`src/rtl/mem_wb_stage.sv`:
```
// MEM/WB pipeline stage: issues data-memory requests, stalls until dhit, and holds the writeback register.
// Optional stall-cycle counter output memStallCount is built when MEM_WB_PERF_EN is defined.
module mem_wb_stage (
   input  logic        CLK,
   input  logic        nRST,
   input  logic        memcuDRE,
   input  logic        memcuDWE,
   input  logic        memcuHALT,
   input  logic        memMemToReg,
   input  logic        memWEN,
   input  logic [4:0]  memwsel,
   input  logic [31:0] memOutput_Port,
   input  logic [31:0] memrdat2,
   input  logic [31:0] meminstr,
   input  logic        dhit,
   input  logic [31:0] dmemload,
   output logic        dmemREN,
   output logic        dmemWEN,
   output logic [31:0] dmemaddr,
   output logic [31:0] dmemstore,
   output logic        memSTALL,
   output logic        wbWEN,
   output logic [4:0]  wbwsel,
   output logic [31:0] wbwdat,
   output logic [31:0] wbinstr,
   output logic        wbHALT
`ifdef MEM_WB_PERF_EN
   ,
   output logic [31:0] memStallCount
`endif
);

   typedef enum logic [1:0] {IDLE, WAIT, HALTED} state_t;

   state_t      r_state;
   state_t      w_next_state;
   logic        w_access;
   logic        r_wb_wen;
   logic [4:0]  r_wb_wsel;
   logic [31:0] r_wb_wdat;
   logic [31:0] r_wb_instr;
   logic        r_wb_halt;

   // Requests are masked by reset so a reset arriving mid-WAIT drops them immediately.
   assign w_access = nRST && (r_state != HALTED) && (memcuDRE || memcuDWE) && !memcuHALT;

   always_ff @(posedge CLK) begin
      if (!nRST) begin
         r_state <= IDLE;
      end else begin
         r_state <= w_next_state;
      end
   end

   always_comb begin
      w_next_state = r_state;
      case (r_state)
         IDLE: begin
            if (memcuHALT)               w_next_state = HALTED;
            else if (w_access && !dhit)  w_next_state = WAIT;
         end
         WAIT: begin
            if (memcuHALT)               w_next_state = HALTED;
            else if (!memSTALL)          w_next_state = IDLE;
         end
         HALTED:                         w_next_state = HALTED;
         default:                        w_next_state = IDLE;
      endcase
   end

   always_comb begin
      dmemWEN   = w_access && memcuDWE;
      dmemREN   = w_access && memcuDRE && !memcuDWE;
      memSTALL  = w_access && !dhit;
      dmemaddr  = memOutput_Port;
      dmemstore = memrdat2;
   end

   // Writeback register: frozen once halted, bubbled while the memory access is pending.
   always_ff @(posedge CLK) begin
      if (!nRST) begin
         r_wb_wen   <= 1'b0;
         r_wb_wsel  <= '0;
         r_wb_wdat  <= '0;
         r_wb_instr <= '0;
         r_wb_halt  <= 1'b0;
      end else if (r_state == HALTED) begin
         r_wb_wen   <= 1'b0;
      end else if (memSTALL) begin
         r_wb_wen   <= 1'b0;
         r_wb_instr <= '0;
      end else begin
         r_wb_wen   <= memWEN && !memcuHALT;
         r_wb_wsel  <= memwsel;
         r_wb_wdat  <= memMemToReg ? dmemload : memOutput_Port;
         r_wb_instr <= meminstr;
         r_wb_halt  <= memcuHALT;
      end
   end

   assign wbWEN   = r_wb_wen;
   assign wbwsel  = r_wb_wsel;
   assign wbwdat  = r_wb_wdat;
   assign wbinstr = r_wb_instr;
   assign wbHALT  = r_wb_halt;

`ifdef MEM_WB_PERF_EN
   logic [31:0] r_stall_cnt;

   always_ff @(posedge CLK) begin
      if (!nRST) begin
         r_stall_cnt <= '0;
      end else if (memSTALL && (r_stall_cnt != 32'hFFFF_FFFF)) begin
         r_stall_cnt <= r_stall_cnt + 32'd1;
      end
   end

   assign memStallCount = r_stall_cnt;
`endif

endmodule

```
`config.mk`:
```
export PLATFORM = sky130hd
export DESIGN_NAME = mem_wb_stage
export DESIGN_NICKNAME = d
export VERILOG_FILES = /design/src/rtl/mem_wb_stage.sv
export SDC_FILE = /design/constraint.sdc
export NUM_CORES = 1
export LEC_CHECK = 0
export BUFFER_PORTS_ARGS = -buffer_cell sky130_fd_sc_hd__buf_2
export CAP_MARGIN = 40
export CELL_PAD_IN_SITES_DETAIL_PLACEMENT = 1
export CELL_PAD_IN_SITES_GLOBAL_PLACEMENT = 1
export CORE_AREA = 4 4 115 117
export CTS_CLUSTER_SIZE = 25
export DETAILED_ROUTE_END_ITERATION = 10
export DIE_AREA = 0 0 119 121
export GPL_TIMING_DRIVEN = 0
export MAX_ROUTING_LAYER = met4
export PLACE_DENSITY = 0.88
export SLEW_MARGIN = 15
export SYNTH_ARGS = -nofsm -noshare
export SYNTH_HDL_FRONTEND = slang
export SYNTH_SLANG_ARGS = --single-unit
```
`constraint.sdc`:
```
create_clock -name CLK -period 2.88 [get_ports CLK]
set_clock_uncertainty 0.05 [all_clocks]
set_input_delay 0.432 -clock CLK [delete_from_list [all_inputs] [get_ports CLK]]
set_output_delay 0.432 -clock CLK [all_outputs]
set_load 0.01 [all_outputs]
```
==> summary.md, run 1 <==
| Metric | Value |
|---|---|
| Worst-path cell chain | `nor2b_2, buf_6, buf_6, or2_2, nor3b_1, buf_2` |
| Antenna violations before repair | `0` |
| Status | `completed` |
| DR iter-0 viols | `120` |
| Vias per cell | `4.64` |
| Ports | `279` |
| Die Wd | `119 µm` |
| Mapped cell area | `3590 µm²` |
| Routability cong. | `0.780` |
| Clk slew on worst S/H paths | `0.06 ns` |
| Worst hold-check path type | `in -> reg` |
| Core Footprint | `12400 µm²` |
| Post-Syn Nets | `475` |
| WP buf/inv | `3` |
| Clock sink count | `73` |
| Post-CTS Resized | `0` |
| Non-filler cells, final | `766` |
| CTS Buf Count | `9` |
| Period utilisation layout | `78.4%` |
| Worst EP arrival | `1.78 ns` |
| Ant. Diodes | `0` |
| Final WL | `12800 µm` |
| Max Fanout on Critical Path | `10` |
| CP Data Required Time | `2.40 ns` |
| Nets | `730` |
| Final Hold Vio Count | `0` |
| Largest net degree at the start of global routing | `14` |
| Max_cap viols | `0` |
| Fin crit period | `2.26 ns` |
| Fin util | `43.3%` |
| Worst path slowest cell | `dfxtp_1` |
| Chip height | `121 µm` |
| Slew margin rel. | `64.2%` |
| Wire length per cell | `16.7 µm` |
| #FFs+latches synth | `73` |
| Fin Setup TNS | `0 ns` |
| Port-buffer cells | `244` |
| FP Rows | `41` |
| Yosys cell types | `31` |
| Max stage delay on crit path | `0.33 ns` |
| TritonRoute pass-1 iters | `4` |
| CTS max path bufs | `2` |
| Hold_buf cts | `0` |
| Worst slew pin tran | `0.524 ns` |
| Placed Cells | `750` |
| CTS tree | `yes` |
| Peak supply drop | `0.000251 V` |
| Overflow after GRT | `0` |
| Syn_area_per_cell | `10.8 µm²` |
| Setup bufs post-CTS | `0` |
| RSZ-0062 raised after global routing | `false` |
| Crit-path leading delay family | `simple AND/OR/NAND/NOR gates` |
| Reg2reg setup slack | `1.29 ns` |
| First-pass GRT wire length | `19600 µm` |
| Setup violations, final | `0` |
| CP dominant cell by count | `buf_6` |
| Deepest level of the CTS H-tree | `3` |
| Sequential area share after synthesis | `40.7%` |
| Fin. max-slew vios | `0` |
| Highest clock rate | `443 MHz` |
| Worst-skew pair later-pin latency | `0.33 ns` |
| Crit path kind | `reg -> out` |
| P&R area growth vs syn | `48.9%` |
| Post-Syn Instances | `334` |
| Post-DP HPWL | `10300 µm` |
| Power per cell area | `554 nW/µm²` |
| Critical Path Sink Type | `primary output` |
| Share of cells above drive strength 1 | `60.3%` |
| DRC Markers | `0` |
| Die area | `14400 µm²` |
| Vias in the first global route | `3760` |
| Initial Util | `29.1%` |
| Detailed-route via count | `3556` |
| Yosys synthesis warning count | `0` |
| Total Routing Usage GR | `17.6%` |
| Post-DRT Antenna Nets | `0` |
| CTS Root Cell | `clkbuf_16` |
| Critical Path Start Type | `flop` |
| Leakage | `2.75 nW` |
stage by stage:
step           power [mW]  setup slack [ns]  cell area (µm²)  hold WS, ns
2_1_floorplan        1.51              1.04             3590        0.386
3_3_place_gp         1.77             0.959             5030        0.396
3_5_place_dp         1.79             0.949             5030        0.403
4_1_cts              3.01             0.583             5350        0.247
5_1_grt              3.12             0.480             5350        0.247
6_report             2.96             0.622             5350        0.263
layer usage:
metal | global-route usage, % | wire length (µm)
met3 | 5.73 | 935
met5 | - | 0
met1 | 19.1 | 4990
met4 | 6.01 | 203
met2 | 30.6 | 6670
synthesized netlist by cell type:
| library cell | instances | area, µm² |
|---|---|---|
| or2_2 | 1 | 6.26 |
| nor2b_2 | 1 | 8.76 |
| a2111oi_0 | 29 | 254 |
| a31o_1 | 26 | 228 |
| nand2_1 | 10 | 37.5 |
| a31o_2 | 6 | 52.6 |
| dfxtp_1 | 73 | 1460 |
| buf_4 | 67 | 503 |
| a22o_1 | 32 | 280 |
| mux2i_1 | 37 | 370 |
| o21ba_1 | 1 | 10.0 |
| nor3_1 | 1 | 5.00 |
| buf_1 | 1 | 3.75 |
| nor3b_1 | 1 | 7.51 |
| o31ai_1 | 1 | 7.51 |
| o21bai_1 | 1 | 7.51 |
| nand2b_1 | 1 | 6.26 |
| a2111oi_2 | 3 | 45.0 |
| o211ai_1 | 1 | 7.51 |
| buf_2 | 5 | 25.0 |
| clkbuf_1 | 11 | 41.3 |
| a211oi_1 | 1 | 7.51 |
| inv_2 | 1 | 3.75 |
| inv_1 | 1 | 3.75 |
| nor2_1 | 3 | 11.3 |
| clkbuf_2 | 1 | 5.00 |
| buf_6 | 13 | 146 |
| and2_1 | 2 | 12.5 |
| a21o_1 | 1 | 7.51 |
| and3_1 | 1 | 6.26 |
| a211oi_4 | 1 | 20.0 |
final timing paths:
check / startpoint / endpoint / depth (start not counted)
max: r_state[1] / dmemREN / 6
min: meminstr[13] / wbinstr[13] / 2
max reg2reg: r_state[1] / wbinstr[19] / 6
min reg2reg: wbwsel[1] / wbwsel[1] / 2
flip-flops by register name (all words and copies together), names as in the netlist:
name     flops
r_state      2
wbHALT       1
wbWEN        1
wbinstr     32
wbwdat      32
wbwsel       5
layout make-up:
type                            instances  area (µm²)
Fill cell                            1456        7010
Sequential cell                        73        1460
Multi-Input combinational cell        161        1400
Timing Repair Buffer                  244        1220
Buffer                                 98         724
Clock buffer                           10         229
Tap cell                              172         215
Clock inverter                          6        91.3
Inverter                                2        7.51
logic make-up (layout without fill, tap and decap cells):
family | after synthesis | count (layout) | share of synthesized area, %
muxes | 37 | 37 | 10.3
and+or+nand+nor | 21 | 21 | 2.82
buffers and inverters | 100 | 360 | 20.4
DFF | 73 | 73 | 40.7
AOI/OAI and AO/OA | 103 | 103 | 25.8
worst reg2reg max path, stage by stage (launching register included):
cell and delay [ns]:
dfxtp_1 0.36, nor2b_2 0.23, buf_6 0.18, and2_1 0.13, clkbuf_2 0.17, buf_2 0.23, a22o_1 0.18
power breakdown:
part | switching, mW | internal (mW)
Sequential | 0.0437 | 1.09
Combinational | 0.310 | 0.318
Clock | 0.436 | 0.763
cell usage in the layout (no fill, tap or decap), types with 2 or more instances in the layout:
cell type	netlist	final
and2_1	2	2
bufinv_16	0	2
a2111oi_0	29	29
mux2i_1	37	37
clkinv_4	0	2
clkbuf_16	0	9
a22o_1	32	32
dfxtp_1	73	73
a31o_1	26	26
nor2_1	3	3
a31o_2	6	6
clkbuf_1	11	12
buf_4	67	67
a2111oi_2	3	3
buf_6	13	13
buf_2	5	249
nand2_1	10	10
Note: power is estimated with default switching activity, not from simulation.
==> run 2: changes to the inputs <==
--- a/config.mk
+++ b/config.mk
@@ -9,13 +9,13 @@
 export CAP_MARGIN = 40
 export CELL_PAD_IN_SITES_DETAIL_PLACEMENT = 1
 export CELL_PAD_IN_SITES_GLOBAL_PLACEMENT = 1
-export CORE_AREA = 4 4 115 117
+export CORE_AREA = 4 4 125 127
 export CTS_CLUSTER_SIZE = 25
 export DETAILED_ROUTE_END_ITERATION = 10
-export DIE_AREA = 0 0 119 121
+export DIE_AREA = 0 0 129 131
 export GPL_TIMING_DRIVEN = 0
 export MAX_ROUTING_LAYER = met4
-export PLACE_DENSITY = 0.88
+export PLACE_DENSITY = 0.8
 export SLEW_MARGIN = 15
 export SYNTH_ARGS = -nofsm -noshare
 export SYNTH_HDL_FRONTEND = slang
==> constraint.sdc (replaced) <==
create_clock -name CLK -period 1.8 [get_ports CLK]
set_clock_uncertainty 0.05 [all_clocks]
set_input_delay 0.27 -clock CLK [delete_from_list [all_inputs] [get_ports CLK]]
set_output_delay 0.27 -clock CLK [all_outputs]
set_load 0.01 [all_outputs]
==> summary.md, run 2 (synthesized netlist as in run 1, its figures left out) <==
| Metric | Value |
|---|---|
| Slew margin rel. | `65.9% (was 64.2%)` |
| Worst-path cell chain | `nor2b_4, buf_6, or2_4, nor3b_2, buf_2 (was nor2b_2, buf_6, buf_6, or2_2, nor3b_1, buf_2)` |
| Max Fanout on Critical Path | `3 (was 10)` |
| Final Hold Vio Count | `0 (unchanged)` |
| Depth of the most critical reg-to-reg path | `5 (was 6)` |
| Leakage | `2.75 nW (about the same)` |
| DR iter-0 viols | `107 (was 120)` |
| Fin. max-slew vios | `0 (unchanged)` |
| RSZ-0062 raised after global routing | `true (was false)` |
| Setup crit start | `r_state[1] (unchanged)` |
| Reg-to-reg startpoint | `r_state[1] (unchanged)` |
| Critical Path Sink Type | `primary output (unchanged)` |
| Final WL | `12900 µm (was 12800 µm)` |
| Worst EP arrival | `1.44 ns (was 1.78 ns)` |
| FP Rows | `44 (was 41)` |
| Max_cap viols | `0 (unchanged)` |
| Multi-input gate area | `1410 µm² (was 1400 µm²)` |
| Critical Path Start Type | `flop (unchanged)` |
| Largest net degree at the start of global routing | `12 (was 14)` |
| Setup crit end | `dmemREN (unchanged)` |
| Reg2reg setup slack | `0.13 ns (was 1.29 ns)` |
| Share of cells above drive strength 1 | `60.4% (was 60.3%)` |
| Status | `completed (unchanged)` |
| Most common cell after layout, fill and taps aside | `buf_2 (unchanged)` |
| Global routing usage on met3 | `4.11% (was 5.73%)` |
| Dpl cell area | `5040 µm² (was 5030 µm²)` |
| Vias in the first global route | `3804 (was 3760)` |
| Total Routing Usage GR | `14.9% (was 17.6%)` |
| Routability cong. | `0.751 (was 0.780)` |
| CP Data Required Time | `1.48 ns (was 2.40 ns)` |
| Deepest level of the CTS H-tree | `3 (unchanged)` |
| Area occupied by registers | `1460 µm² (about the same)` |
| Critical path depth | `5 (was 6)` |
| Die Wd | `129 µm (was 119 µm)` |
| WP buf/inv | `2 (was 3)` |
| Antenna violations before repair | `1 (was 0)` |
| Fin area | `5360 µm² (was 5350 µm²)` |
| Core Footprint | `14400 µm² (was 12400 µm²)` |
| TritonRoute pass-1 iters | `4 (unchanged)` |
| Highest clock rate | `569 MHz` |
| Met1 Use GR | `16.2% (was 19.1%)` |
| Crit-path leading delay family | `simple AND/OR/NAND/NOR gates (unchanged)` |
| Chip height | `131 µm (was 121 µm)` |
| Fillers | `1721 (was 1456)` |
| Crit path kind | `reg -> out (unchanged)` |
| Wire length per cell | `16.5 µm (was 16.7 µm)` |
| Peak supply drop | `0.000499 V (was 0.000251 V)` |
| GRT met2 Usage | `26.8% (was 30.6%)` |
| Initial Util | `24.9% (was 29.1%)` |
| Max stage delay on crit path | `0.32 ns (was 0.33 ns)` |
| Post-DRT Antenna Nets | `0 (unchanged)` |
| Worst slew pin tran | `0.499 ns (was 0.524 ns)` |
| Period utilisation layout | `97.6%` |
| Clk slew on worst S/H paths | `0.06 ns (about the same)` |
| CTS tree | `yes (unchanged)` |
| Setup violations, final | `0 (unchanged)` |
| R2r endpoint | `wbwdat[25] (was wbinstr[19])` |
| Port-buffer cells | `244 (unchanged)` |
| Fin Setup TNS | `0 ns (unchanged)` |
| Worst hold-check path type | `in -> reg (unchanged)` |
| Clock sink count | `73 (unchanged)` |
| Global route hottest layer | `met2 (unchanged)` |
| Power per cell area | `855 nW/µm² (was 554 nW/µm²)` |
| CTS Root Cell | `clkbuf_16 (unchanged)` |
| Worst-skew pair later-pin latency | `0.33 ns (about the same)` |
| Detailed-route via count | `3628 (was 3556)` |
| Vias per cell | `4.65 (was 4.64)` |
| Most frequent cells in the layout | `249 x buf_2, 72 x dfxtp_1, 70 x buf_4 (was 249 x buf_2, 73 x dfxtp_1, 67 x buf_4)` |
| Overflow after GRT | `0 (unchanged)` |
| Post-DP HPWL | `10500 µm (was 10300 µm)` |
| Fin crit period | `1.76 ns` |
| First-pass GRT wire length | `19100 µm (was 19600 µm)` |
| Worst path slowest cell | `dfxtp_2 (was dfxtp_1)` |
| P&R area growth vs syn | `49.3% (was 48.9%)` |
| Ports | `279 (unchanged)` |
| CTS max path bufs | `2 (unchanged)` |
| DRC Markers | `0 (unchanged)` |
| Nets | `732 (was 730)` |
| Die area | `16900 µm² (was 14400 µm²)` |
| CTS Buf Count | `9 (unchanged)` |
==> run 2: where the power goes <==
| part | internal [mW] | switching [mW] |
|---|---|---|
| combinational | 0.514 | 0.497 |
| sequential | 1.75 | 0.0675 |
| clock | 1.11 | 0.651 |
==> run 2: how the worst min path moves through the flow <==
stage	startpoint	endpoint	slack, ns	cells past startpoint
finish	meminstr[16]	wbinstr[16]	0.11	2
global route	meminstr[17]	wbinstr[17]	0.09	2
CTS	meminstr[17]	wbinstr[17]	0.09	2
detailed placement	wbinstr[25]	wbinstr[25]	0.41	1
global placement	wbwsel[1]	wbwsel[1]	0.39	2
floorplan	meminstr[10]	wbinstr[10]	0.35	1
==> run 2: worst reg2reg max path, stage by stage (launching register included) <==
cell and delay (ns):
dfxtp_2 0.32, nor2b_4 0.12, buf_4 0.19, clkbuf_1 0.23
a2111oi_0 0.54, a31o_1 0.16
==> run 2: layout make-up <==
cell class,instances,area share [%]
tap,184,4.29
clock inverter,3,0.747
multi-input combinational,161,26.3
timing repair buffer,247,23.2
sequential,73,27.3
inverter,2,0.140
clock buffer,13,4.67
antenna,1,0.0467
buffer,97,13.3
==> run 2: timing repair <==
item	CTS	global route
pin swaps	2	1
gates cloned	0	0
buffers inserted	1	2
setup endpoints to repair	3	3
resized for setup	4	0
hold buffers	0	0
==> run 2: stage by stage <==
stage          utilization [%]  hold slack, ns  setup WS [ns]  std cells  power (mW)
4_1_cts                   37.0          0.0879       -0.00862        778        4.67
2_1_floorplan                -           0.353          0.120        334        2.41
6_report                  37.2           0.106         0.0434        781        4.58
3_5_place_dp              35.0           0.407       -0.00297        762        2.87
3_3_place_gp              35.0           0.395         0.0224        762        2.83
5_1_grt                   37.2          0.0912        -0.0283        781        4.83
==> run 2: per-layer routing <==
metal  part of all wire (%)  routed length [µm]  vias up
li1                       -                   -     1714
met1                     38                4870     1727
met2                     52                6780      172
met3                    8.3                1080       15
met4                    1.5                 189        0
met5                      0                   0        -
